## src/rtl/ones_run_pkg.sv

```systemverilog
// Shared types and default sizing for the ones_run_gen serial pattern transmitter.
package ones_run_pkg;

   localparam int DEF_LEN_W    = 8;
   localparam int DEF_REP_W    = 4;
   localparam int DEF_DETECT_N = 3;

   typedef enum logic [1:0] {
      IDLE = 2'd0,
      RUN  = 2'd1,
      GAP  = 2'd2
   } state_t;

   typedef struct packed {
      logic [DEF_LEN_W-1:0] run;
      logic [DEF_LEN_W-1:0] gap;
      logic [DEF_REP_W-1:0] rep;
   } cmd_t;

endpackage

```

## src/rtl/ones_run_tracker.sv

```systemverilog
// Saturating consecutive-ones counter; flags each emitted 1 that completes a run of DETECT_N or more.
module ones_run_tracker
   import ones_run_pkg::*;
#(
   parameter int DETECT_N = DEF_DETECT_N
) (
   input  logic clk_i,
   input  logic rst_i,
   input  logic bit_i,
   input  logic bit_valid_i,
   input  logic clear_i,
   output logic expect_o
);

   localparam int CW = $clog2(DETECT_N + 1);
   localparam logic [CW-1:0] SAT = CW'(DETECT_N);

   logic [CW-1:0] cnt_q, cnt_d;
   logic          expect_q, expect_d;

   // Saturating at DETECT_N makes "post-increment count >= DETECT_N" an equality test.
   always_comb begin
      cnt_d    = cnt_q;
      expect_d = 1'b0;
      if (clear_i || (bit_valid_i && !bit_i)) begin
         cnt_d = '0;
      end else if (bit_valid_i) begin
         cnt_d    = (cnt_q == SAT) ? cnt_q : cnt_q + CW'(1);
         expect_d = (cnt_d == SAT);
      end
   end

   always_ff @(posedge clk_i) begin
      if (rst_i) begin
         cnt_q    <= '0;
         expect_q <= 1'b0;
      end else begin
         cnt_q    <= cnt_d;
         expect_q <= expect_d;
      end
   end

   assign expect_o = expect_q;

endmodule

```

## src/rtl/ones_run_gen.sv

```systemverilog
// Burst pattern transmitter: turns (run, gap, rep) commands into a registered serial bit stream with a golden Expect flag.
module ones_run_gen
   import ones_run_pkg::*;
#(
   parameter int LEN_W    = DEF_LEN_W,
   parameter int REP_W    = DEF_REP_W,
   parameter int DETECT_N = DEF_DETECT_N
) (
   input  logic             Clock,
   input  logic             Reset,
   input  logic             Cmd_valid,
   output logic             Cmd_ready,
   input  logic [LEN_W-1:0] Cmd_run,
   input  logic [LEN_W-1:0] Cmd_gap,
   input  logic [REP_W-1:0] Cmd_rep,
   output logic             Data,
   output logic             Expect,
   output logic             Busy,
   output logic             Done
);

   state_t           state_q, state_d;
   logic [LEN_W-1:0] run_q, run_d;
   logic [LEN_W-1:0] gap_q, gap_d;
   logic [REP_W-1:0] rep_q, rep_d;
   logic [LEN_W-1:0] pos_q, pos_d;
   logic             data_q, data_d;
   logic             done_q, done_d;
   logic             burst_end;

   assign Cmd_ready = (state_q == IDLE) && !Reset;

   // Data is computed one edge ahead so the bit for the next cycle is registered directly.
   always_comb begin
      state_d   = state_q;
      run_d     = run_q;
      gap_d     = gap_q;
      rep_d     = rep_q;
      pos_d     = pos_q;
      data_d    = 1'b0;
      done_d    = 1'b0;
      burst_end = 1'b0;
      case (state_q)
         IDLE: begin
            if (Cmd_valid && Cmd_ready) begin
               run_d = Cmd_run;
               gap_d = Cmd_gap;
               rep_d = Cmd_rep;
               if (Cmd_run != '0) begin
                  state_d = RUN;
                  pos_d   = Cmd_run;
                  data_d  = 1'b1;
               end else if (Cmd_gap != '0) begin
                  state_d = GAP;
                  pos_d   = Cmd_gap;
               end else begin
                  done_d = 1'b1;
               end
            end
         end
         RUN: begin
            if (pos_q > LEN_W'(1)) begin
               pos_d  = pos_q - LEN_W'(1);
               data_d = 1'b1;
            end else if (gap_q != '0) begin
               state_d = GAP;
               pos_d   = gap_q;
            end else begin
               burst_end = 1'b1;
            end
         end
         GAP: begin
            if (pos_q > LEN_W'(1)) begin
               pos_d = pos_q - LEN_W'(1);
            end else begin
               burst_end = 1'b1;
            end
         end
         default: state_d = IDLE;
      endcase

      if (burst_end) begin
         if (rep_q != '0) begin
            rep_d = rep_q - REP_W'(1);
            if (run_q != '0) begin
               state_d = RUN;
               pos_d   = run_q;
               data_d  = 1'b1;
            end else begin
               state_d = GAP;
               pos_d   = gap_q;
            end
         end else begin
            state_d = IDLE;
            pos_d   = '0;
            done_d  = 1'b1;
         end
      end
   end

   always_ff @(posedge Clock) begin
      if (Reset) begin
         state_q <= IDLE;
         run_q   <= '0;
         gap_q   <= '0;
         rep_q   <= '0;
         pos_q   <= '0;
         data_q  <= 1'b0;
         done_q  <= 1'b0;
      end else begin
         state_q <= state_d;
         run_q   <= run_d;
         gap_q   <= gap_d;
         rep_q   <= rep_d;
         pos_q   <= pos_d;
         data_q  <= data_d;
         done_q  <= done_d;
      end
   end

   ones_run_tracker #(
      .DETECT_N (DETECT_N)
   ) u_tracker (
      .clk_i       (Clock),
      .rst_i       (Reset),
      .bit_i       (data_d),
      .bit_valid_i (state_d != IDLE),
      .clear_i     (state_d == IDLE),
      .expect_o    (Expect)
   );

   assign Data = data_q;
   assign Busy = (state_q != IDLE);
   assign Done = done_q;

endmodule

```

## config.mk

```make
export PLATFORM = sky130hd
export DESIGN_NAME = ones_run_gen
export DESIGN_NICKNAME = d
export VERILOG_FILES = /design/src/rtl/ones_run_pkg.sv /design/src/rtl/ones_run_tracker.sv /design/src/rtl/ones_run_gen.sv
export SDC_FILE = /design/constraint.sdc
export NUM_CORES = 1
export LEC_CHECK = 0
export CORE_MARGIN = 8
export CORE_UTILIZATION = 35
export DETAILED_ROUTE_END_ITERATION = 8
export HOLD_SLACK_MARGIN = 0.02
export PLACE_DENSITY = 0.52
export SLEW_MARGIN = 40
export SYNTH_ARGS = -nofsm -noshare
export SYNTH_HDL_FRONTEND = slang
export SYNTH_SLANG_ARGS = --single-unit
```

## constraint.sdc

```tcl
create_clock -name Clock -period 6.8 [get_ports Clock]
set_input_delay 1.36 -clock Clock [delete_from_list [all_inputs] [get_ports Clock]]
set_output_delay 1.36 -clock Clock [all_outputs]
set_load 0.05 [all_outputs]
```

Yosys cells after proc, flatten, opt, wreduce, memory -nomap -nowiden
Cells that the tools add are included.
- input port bits: 23
- flip-flop bits (word level): 35
- bitwise operators: 1
- add/sub/neg operators: 3
- magnitude comparators: 1
- multiplexer cells: 41
- reductions and logical operators: 20
- equal/unequal tests: 8
- operators with widths (cell ; count):
    $mux 8 ; 9
    $reduce_bool 8->1 ; 4
    $pmux 8 s3 ; 1
    $mux 2 ; 9
    $mux 4 ; 4
    $mux 1 ; 15
    $gt 8x1->1 const B ; 1
    $reduce_bool 4->1 ; 2
    $sub 8x1->8 const B ; 1
    $eq 2x2->1 const B ; 3
    $pmux 2 s3 ; 1
    $reduce_and 5->1 ; 1
    $logic_not 2->1 ; 2
    $ne 4x2->1 const B ; 1
    $ne 4x4->1 const B ; 1
    $pmux 1 s2 ; 2
    $reduce_bool 2->1 ; 2
    $sub 4x1->4 const B ; 1
    $logic_and 1x1->1 ; 3
    $ne 3x2->1 const B ; 1
    $ne 3x3->1 const B ; 1
    $reduce_or 3->1 ; 1
    $add 2x1->2 const B ; 1
    $eq 2x1->1 const B ; 1
    5 further kinds ; 6

Longest topological paths before layout
Gate-level depths: netlist of the first run.
- depth in word-level cells: 12
- gate-level depth with buffers: 10
- gate-level depth less buffers: 8

Modules after synthesis
A second synthesis of the first run with hierarchy kept.
- cells, all modules: 287
- area total of the unflattened synthesis: 2152.1 sq um
- modules (own cells, without submodules) (module ; area an instance (sq um) ; sequential area each (sq um) ; instances ; cells each):
    ones_run_gen ; 2034.5 ; 640.6 ; 1 ; 275
    ones_run_tracker ; 117.6 ; 60.1 ; 1 ; 12

Worst setup path after synthesis of the first run
OpenSTA, ideal clock, no wires.
- kind: input -> output
- from: input Reset
- to: output Cmd_ready
- cell stages on the path: 3
- arrival time: 2.438 ns
- path buffers: 2
- path slack: 3.002 ns
- cell sequence: clkbuf_1 clkbuf_1 nor2_1
- cells in the longest elaborated chain, start to end: 2
- ends and longest elaborated chain (item ; RTL line ; text):
    start, declared ; ones_run_gen.sv:10 ; input logic Reset,
    $logic_not 1->1 ; ones_run_gen.sv:31 ; assign Cmd_ready = (state_q == IDLE) && !Reset;
    $logic_and 1x1->1 ; ones_run_gen.sv:31 ;
    end, declared ; ones_run_gen.sv:12 ; output logic Cmd_ready,
Every way passes these cells.

Final worst setup path of the first run
Ends and elaborated chain as after synthesis.

==> results.json, run 1 <==
{
  "status": "finished, final reports clean",
  "cp.required_ps": 5440,
  "synth_top_family_by_area": "simple AND/OR/NAND/NOR gates",
  "crit_fanout": 20,
  "crit_start": "Reset",
  "fillCellCount": 610,
  "cap_viol_max_count": 0,
  "setup_tns_ps": 0,
  "ys_ff_latch": 35,
  "drive_gt1_share_pct": 6.83,
  "globalRouteTotalUtil_pct": 14.5,
  "power_density_nw_per_um2": 415,
  "netlist_instances": 274,
  "final_hold_viol_count": 0,
  "async_reset_ff_share_pct": 0,
  "wire_per_inst_microns": 16.5,
  "p_sw_w": 0.000494,
  "min_period_ps": 3910,
  "hold_slack_ps": 467,
  "rr_startpoint": "pos_q[2]",
  "synth-xor-area-share_pct": 2.45,
  "via_count": 2058,
  "r2r_end": "u_tracker.cnt_q[1]",
  "place_inst": 360,
  "cts_tree": "done",
  "routed_wl_microns": 6080,
  "worstPathArrival_ps": 2550,
  "rsz0062_at_grt": "no",
  "worst_pin_slew_ps": 835,
  "die_y_microns": 94.3,
  "synth_area_per_cell_sq_um": 7.84,
  "numCtsBuffers": 5,
  "syn-cell-area_sq_um": 2150,
  "multi_input_area_sq_um": 1310,
  "cts_setup_buffers": 0,
  "grt_remaining_overflow": 0,
  "muxShareOfSynthArea_pct": 0.932,
  "clock.fmax_ghz": 0.256,
  "syn-num-nets": 306,
  "final_common_cell": "dfxtp_1",
  "combPwrFrac_pct": 55.9,
  "fin_nets": 324,
  "fin_ws_ps": 2890,
  "endpoint": "Cmd_ready",
  "synth_edf_count": 0,
  "rows": 28,
  "finalCritPeriodShare_pct": 57.5,
  "switching_share_pct": 47.4,
  "globalplace.congestion": 0.769,
  "htree_levels": 2,
  "yosys.area_share.simple_pct": 27.3,
  "relSlewSlack_pct": 44.1,
  "critical_path_class": "input pin to output port",
  "ys_warn_count": 0,
  "via_per_inst": 5.59,
  "area_growth_pct": 17.0,
  "drtIter0Drc": 199,
  "hold_path.class": "register to register",
  "synth_compound_area_share_pct": 25.1,
  "initial_utilization_pct": 36.3,
  "antenna_cells": 0,
  "yosysUniqueCellTypes": 50,
  "clkLatencyLatePin_ps": 290,
  "maxSlewViolCount": 0,
  "clk_pin_slew_worst_paths_ps": 80,
  "crit_path_end_kind": "output port",
  "cts_resized": 0,
  "route.detailed.drc": 0,
  "ys.flop_type": "dfxtp_1",
  "post-route-util_pct": 42.4,
  "grt_pass1_vias": 2044,
  "dieArea_sq_um": 8900,
  "finalSetupViolations": 0,
  "cts-root-buf": "clkbuf_8",
  "clock_skew_ps": 4.60,
  "leakagePower_nw": 0.980,
  "dr.pass1.iters": 4,
  "portBuffers": 27,
  "p_int_w": 0.000548,
  "ys_seq_area_share_pct": 32.6,
  "cts.sinks": 35,
  "pre_cts_ws_ps": 2160,
  "vdd_ir_drop_max_mv": 0.228,
  "coreArea_sq_um": 5920,
  "cts_buffer_depth": 2,
  "boundaryPins": 28,
  "die_x_microns": 94.3,
  "antenna_found_initial": 0,
  "hpwlAfterDp_microns": 4560,
  "synth_fa_ha_area_share_pct": 5.24,
  "reg2regPathDepth": 6,
  "ant_nets": 0,
  "power_frac_seq_pct": 29.7,
  "layoutNonFillerInstCount": 368,
  "cts_hold_buf": 0,
  "p_clk_share_pct": 14.4,
  "grt_pass1_wl_microns": 10400,
  "whs_path_depth": 1,
  "final_cell_mix": "dfxtp_1, nand2_1, nor2_1, clkdlybuf4s50_1, nand3_1",
  "cp-start-kind": "input pin",
  "grt_start_max_net_pins": 27,
  "worst-r2r-setup-slack_ps": 4070,
  "regArea_sq_um": 701
}
==> cell families after synthesis <==
family / Yosys count
and+or+nand+nor: 117
DFF: 35
muxes: 2
AOI/OAI and AO/OA: 74
xor gates and xnor gates: 6
adders and majority gates: 9
buffers and inverters: 31
==> state kept, by name (all words and copies together), names as in the netlist, 2 cells and up <==
| signal | cells |
|---|---|
| gap_q | 8 |
| pos_q | 8 |
| rep_q | 4 |
| state_q | 2 |
| u_tracker.cnt_q | 2 |
| run_q | 8 |
==> critical path: stages <==
cell	delay, ps
buf_2	230
nor2_1	150
clkdlybuf4s50_1	810
==> Yosys cell counts, types with 8 or more instances <==
cell type	count	area share, %
dfxtp_1	35	33
nand2_1	33	5.8
nor2_1	26	4.5
nand3_1	17	4.0
a211oi_1	15	5.2
inv_1	15	2.6
nor3_1	11	2.6
a21oi_1	10	2.3
clkbuf_1	10	1.7
o21ai_0	10	2.3
ha_1	9	5.2
nor4_1	8	2.3
==> power groups by stage <==
stage	Combinational [W]	Clock [W]	Sequential, W
3_3_place_gp	0.000580	0	0.000315
3_5_place_dp	0.000573	0	0.000314
5_1_grt	0.000643	0.000162	0.000318
6_report	0.000582	0.000150	0.000310
4_1_cts	0.000578	0.000155	0.000309
2_1_floorplan	0.000450	0	0.000304
==> final cells by class <==
| cell class | instances | share of cell area (%) |
|---|---|---|
| tap | 75 | 3.74 |
| timing repair buffer | 27 | 10.6 |
| multi-input combinational | 208 | 52.2 |
| inverter | 15 | 2.24 |
| sequential | 35 | 27.9 |
| clock buffer | 5 | 2.74 |
| clock inverter | 3 | 0.598 |
==> metrics by stage <==
stage	cell area (sq um)	power, W
6_report	2510	0.00104
5_1_grt	2510	0.00112
4_1_cts	2520	0.00104
3_5_place_dp	2430	0.000887
3_3_place_gp	2430	0.000895
2_1_floorplan	2150	0.000754
==> how the worst min path moves through the flow <==
stage / start / endpoint / slack, ps
floorplan: rep_q[0] / rep_q[0] / 430
global placement: u_tracker.cnt_q[1] / u_tracker.expect_o / 450
detailed placement: u_tracker.cnt_q[1] / u_tracker.expect_o / 450
CTS: u_tracker.cnt_q[1] / u_tracker.expect_o / 470
global route: u_tracker.cnt_q[1] / u_tracker.expect_o / 480
finish: u_tracker.cnt_q[1] / u_tracker.expect_o / 470
==> per-layer routing <==
| layer | vias up | track usage (%) | wire length, microns |
|---|---|---|---|
| li1 | 1040 | - | - |
| met5 | - | 0 | 0 |
| met4 | 0 | 4.76 | 61 |
| met3 | 5 | 2.64 | 242 |
| met2 | 49 | 20.9 | 2600 |
| met1 | 964 | 20.8 | 3180 |
Power figures use the tool's default switching activity.
==> run 2: changes to the inputs <==
clock period = 3.75 ns   (was 6.8 ns; I/O delays follow)
==> run 2 against run 1 <==
  * Wire length increased by 2.5%
  * Sequential share of layout area is 0.34 points lower
  * Critical path depth up 2
  * Final cell count increased by 1.1%
  * Global-route usage grew 0.30 points
  * Largest power group unchanged
  * Via count increased by 1.6%
==> results.json, run 2 (synthesis results as in run 1) <==
{
  "status": "finished, final reports clean",
  "crit_path_end_kind": "output port",
  "reg2regPathDepth": 7,
  "hold-path-endpoint": "u_tracker.expect_o",
  "fin_ws_ps": 880,
  "route.detailed.drc": 0,
  "leakagePower_nw": 0.994,
  "rsz0062_at_grt": "no",
  "globalplace.congestion": 0.838,
  "rr_startpoint": "pos_q[2]",
  "dr.pass1.iters": 4,
  "relSlewSlack_pct": 52.0,
  "fillCellCount": 628,
  "pre_cts_ws_ps": 883,
  "place_area_sq_um": 2460,
  "coreArea_sq_um": 5920,
  "p_int_w": 0.00101,
  "worst-r2r-setup-slack_ps": 1220,
  "grt_pass1_vias": 2065,
  "hold_path.class": "register to register",
  "clk_pin_slew_worst_paths_ps": 70,
  "clock.fmax_ghz": 0.348,
  "final_hold_viol_count": 0,
  "setup_tns_ps": 0,
  "finalCritPeriodShare_pct": 76.5,
  "drtIter0Drc": 126,
  "min-delay-start": "u_tracker.cnt_q[1]",
  "hpwlAfterDp_microns": 4800,
  "grt_remaining_overflow": 0,
  "grt_start_max_net_pins": 20,
  "final_common_cell": "dfxtp_1",
  "cts_tree": "done",
  "combPwrFrac_pct": 56.6,
  "clock_skew_ps": 7.59,
  "top_regs": "gap_q (8), pos_q (8), run_q (8)",
  "wire_per_inst_microns": 16.8,
  "whs_path_depth": 1,
  "worstPathArrival_ps": 2120,
  "cts.sinks": 35,
  "numCtsBuffers": 5,
  "rows": 28,
  "maxSlewViolCount": 0,
  "p_clk_share_pct": 13.9,
  "routed_wl_microns": 6240,
  "cp.required_ps": 3000,
  "area_growth_pct": 18.4,
  "initial_utilization_pct": 36.3,
  "boundaryPins": 28,
  "via_count": 2091,
  "globalRouteTotalUtil_pct": 14.8,
  "die_y_microns": 94.3,
  "crit_slowest_cell": "clkdlybuf4s50_1",
  "cts_setup_buffers": 0,
  "crit_fanout": 6,
  "cts_buffer_depth": 2,
  "critical_path_class": "register to output port",
  "die_x_microns": 94.3,
  "fin_nets": 328,
  "cts-root-buf": "clkbuf_8",
  "switching_share_pct": 47.0,
  "p_sw_w": 0.000897,
  "ant_nets": 0,
  "vdd_ir_drop_max_mv": 0.451,
  "worst_pin_slew_ps": 714,
  "antenna_cells": 0,
  "cts_resized": 0,
  "regArea_sq_um": 701,
  "drive_gt1_share_pct": 6.73,
  "portBuffers": 27,
  "r2r_end": "u_tracker.cnt_q[1]",
  "cap_viol_max_count": 0,
  "cts_hold_buf": 0,
  "via_per_inst": 5.62,
  "final_area_sq_um": 2540,
  "min_period_ps": 2870,
  "dieArea_sq_um": 8900,
  "clkLatencyLatePin_ps": 290,
  "grt_pass1_wl_microns": 10400,
  "max_stage_delay_ps": 810,
  "final_cell_mix": "dfxtp_1, nand2_1, clkdlybuf4s50_1, nor2_1, nand3_1",
  "htree_levels": 2,
  "multi_input_area_sq_um": 1310,
  "power_frac_seq_pct": 29.5,
  "cp-start-kind": "register",
  "antenna_found_initial": 0,
  "power_density_nw_per_um2": 750,
  "crit_chain": "inv_1 > ha_1 > inv_1 > nor2_1 > clkdlybuf4s50_1",
  "crit_top_cell": "inv_1",
  "finalSetupViolations": 0
}
-- run 2: per-layer routing --
layer / track usage (%) / vias up / wire, microns
met4: 4.36 / 0 / 73
met5: 0 / - / 0
li1: - / 1058 / -
met2: 22.9 / 47 / 2710
met3: 3.36 / 6 / 281
met1: 19.8 / 980 / 3170
-- run 2: stage by stage --
| stage | hold WS [ps] | instances | power (W) | util [%] |
|---|---|---|---|---|
| 2_1_floorplan | 432 | 274 | 0.00137 | - |
| 3_3_place_gp | 451 | 364 | 0.00164 | 41.6 |
| 3_5_place_dp | 455 | 364 | 0.00163 | 41.6 |
| 4_1_cts | 467 | 372 | 0.00191 | 42.9 |
| 5_1_grt | 473 | 372 | 0.00206 | 42.9 |
| 6_report | 466 | 372 | 0.00191 | 42.9 |
-- run 2: worst max path at each step --
stage                     depth (start not counted)         to  startpoint
after global placement                            6   pos_q[1]  Cmd_run[1]
after floorplan                                   3  Cmd_ready       Reset
after detailed placement                          3  Cmd_ready       Reset
final                                             5  Cmd_ready  state_q[0]
after global routing                              5  Cmd_ready  state_q[0]
after CTS                                         5  Cmd_ready  state_q[0]
-- run 2: area by class of cell --
class	instances	share of cell area (%)
multi-input cells	208	51.5
flip-flops and latches	35	27.6
repair buffers	31	11.8
well taps	75	3.69
clock buffers	7	3.00
inverters	15	2.21
clock inverters	1	0.197
-- run 2: worst max-delay path, delay by kind of cell, from the launching register on --
family	cells	cell delay, ps
buf+inv	3	1120
flops	1	340
fa+ha+maj	1	270
simple gates	1	100
-- run 2: power groups by stage --
stage / logic (W) / registers [W] / clock network (W)
after global placement: 0.00107 / 0.000572 / 0
after detailed placement: 0.00106 / 0.000571 / 0
after global routing: 0.00119 / 0.000577 / 0.000289
after CTS: 0.00107 / 0.000562 / 0.000273
final: 0.00108 / 0.000562 / 0.000266
after floorplan: 0.000815 / 0.000551 / 0
==> run 3: changes to the inputs <==
PLACE_DENSITY = 0.54   (was 0.52)
clock period = 2.6 ns   (was 3.75 ns; I/O delays follow)
==> run 3 against run 2 <==
  * Register-to-register slack got worse by 1000 ps
  * Die area did not move
  * Via count grew 2.8%
  * Global-route usage rose by 0.22 points
  * Sequential share of layout area is 1.7 points lower
  * Final cell count is 5.6% higher
  * Count of clock-buffer cells in the layout is the same
  * Flip-flop and latch count unchanged
  * Largest cell class unchanged
  * Clock skew is essentially flat
  * Non-clock buffer count is 21 higher
==> results.json, run 3 (synthesis results as in run 1) <==
{
  "finalCritPeriodShare_pct": 92.9,
  "setup_tns_ps": 0,
  "relSlewSlack_pct": 66.3,
  "reg2regPathDepth": 7,
  "die_x_microns": 94.3,
  "clk_pin_slew_worst_paths_ps": 70,
  "htree_levels": 2,
  "multi_input_area_sq_um": 1310,
  "grt_remaining_overflow": 0,
  "cap_viol_max_count": 0,
  "worst-r2r-setup-slack_ps": 190,
  "hold-path-endpoint": "u_tracker.expect_o",
  "r2r_end": "pos_q[0]",
  "cp-start-kind": "register",
  "top_regs": "gap_q (8), pos_q (8), run_q (8)",
  "drtIter0Drc": 165,
  "area_growth_pct": 26.1,
  "maxSlewViolCount": 0,
  "clock_skew_ps": 7.57,
  "fin_nets": 349,
  "min_period_ps": 2410,
  "dr.pass1.iters": 4,
  "finalSetupViolations": 0,
  "portBuffers": 27,
  "initial_utilization_pct": 36.3,
  "cp.required_ps": 2800,
  "globalplace.congestion": 0.836,
  "p_int_w": 0.00156,
  "final_hold_viol_count": 0,
  "boundaryPins": 28,
  "wire_per_inst_microns": 16.1,
  "p_sw_w": 0.00132,
  "route.detailed.drc": 0,
  "cts.sinks": 35,
  "grt_pass1_vias": 2103,
  "crit_fanout": 7,
  "hold_path.class": "register to register",
  "via_per_inst": 5.47,
  "dieArea_sq_um": 8900,
  "die_y_microns": 94.3,
  "antenna_cells": 0,
  "via_count": 2150,
  "drive_gt1_share_pct": 13.5,
  "p_clk_share_pct": 13.6,
  "status": "finished, final reports clean",
  "grt_start_max_net_pins": 20,
  "rows": 28,
  "cts_resized": 0,
  "switching_share_pct": 46.0,
  "min-delay-start": "u_tracker.cnt_q[1]",
  "routed_wl_microns": 6330,
  "cts_tree": "done",
  "ant_nets": 0,
  "leakagePower_nw": 1.11,
  "clock.fmax_ghz": 0.414,
  "grt_pass1_wl_microns": 10600,
  "worstPathArrival_ps": 2610,
  "coreArea_sq_um": 5920,
  "p_total_w": 0.00288,
  "whs_path_depth": 1,
  "cts_buffer_depth": 2,
  "antenna_found_initial": 0,
  "numCtsBuffers": 5,
  "cts-root-buf": "clkbuf_8",
  "rr_startpoint": "pos_q[2]",
  "cts_setup_buffers": 0,
  "final_cell_mix": "dfxtp_1, nand2_1, nor2_1, buf_4, clkdlybuf4s50_1",
  "globalRouteTotalUtil_pct": 15.0,
  "crit_path_end_kind": "register",
  "regArea_sq_um": 701,
  "final_common_cell": "dfxtp_1",
  "critical_path_class": "register to register",
  "fillCellCount": 600,
  "power_frac_seq_pct": 28.1,
  "clkLatencyLatePin_ps": 290,
  "combPwrFrac_pct": 58.3,
  "vdd_ir_drop_max_mv": 0.601,
  "cts_hold_buf": 0,
  "worst_pin_slew_ps": 504,
  "power_density_nw_per_um2": 1060,
  "rsz0062_at_grt": "no",
  "hpwlAfterDp_microns": 4890
}
==> run 3: changes by cell type in the layout (fill, tap and decap cells not counted), sizes merged <==
cell           change
buf               +23
clkdlybuf4s50      -2
==> run 3: final cells by class <==
cell class / instances / area share [%]
clock buffers: 7 / 2.82
clock inverters: 1 / 0.185
inverters: 15 / 2.08
multi-input cells: 208 / 48.4
flip-flops and latches: 35 / 25.9
well taps: 75 / 3.47
repair buffers: 52 / 17.2
==> run 3: worst max-delay path: stages (launching register included) <==
cell      delay (ps)
dfxtp_1          360
or4_1            680
nor3_4           400
buf_4            230
nand3_1           80
a311oi_1         270
nor3_1           100
a211oi_1         220
==> run 3: how the worst max path moves through the flow <==
stage	cells after the start	startpoint	to	slack, ps
floorplan	4	state_q[0]	Cmd_ready	440
global placement	8	Cmd_run[1]	pos_q[6]	100
global route	6	pos_q[2]	pos_q[1]	30
finish	7	pos_q[2]	pos_q[0]	190
CTS	6	pos_q[2]	pos_q[1]	200
detailed placement	8	Cmd_run[2]	pos_q[6]	90
==> run 3: per-stage QoR <==
| stage | std cells | utilization (%) | setup slack [ps] | instance area [sq um] | hold slack [ps] |
|---|---|---|---|---|---|
| 5_1_grt | 393 | 45.7 | 29.6 | 2710 | 490 |
| 3_5_place_dp | 385 | 44.4 | 90.4 | 2630 | 449 |
| 4_1_cts | 393 | 45.7 | 198 | 2710 | 461 |
| 6_report | 393 | 45.7 | 185 | 2710 | 471 |
| 2_1_floorplan | 274 | - | 442 | 2150 | 432 |
| 3_3_place_gp | 385 | 44.4 | 98.4 | 2630 | 448 |
==> run 3: layer usage <==
| layer | GRT usage (%) | up-vias | routed length, microns |
|---|---|---|---|
| met5 | 0 | - | 0 |
| li1 | - | 1093 | - |
| met1 | 20.9 | 1000 | 3220 |
| met3 | 2.88 | 11 | 239 |
| met4 | 3.96 | 0 | 95 |
| met2 | 22.9 | 46 | 2780 |
==> run 3: power by group through the flow <==
stage          sequential, W  clock, W  combinational [W]
5_1_grt             0.000833  0.000435            0.00185
4_1_cts             0.000808  0.000398            0.00167
2_1_floorplan       0.000795         0            0.00118
3_5_place_dp        0.000820         0            0.00165
6_report            0.000809  0.000393            0.00168
3_3_place_gp        0.000823         0            0.00166
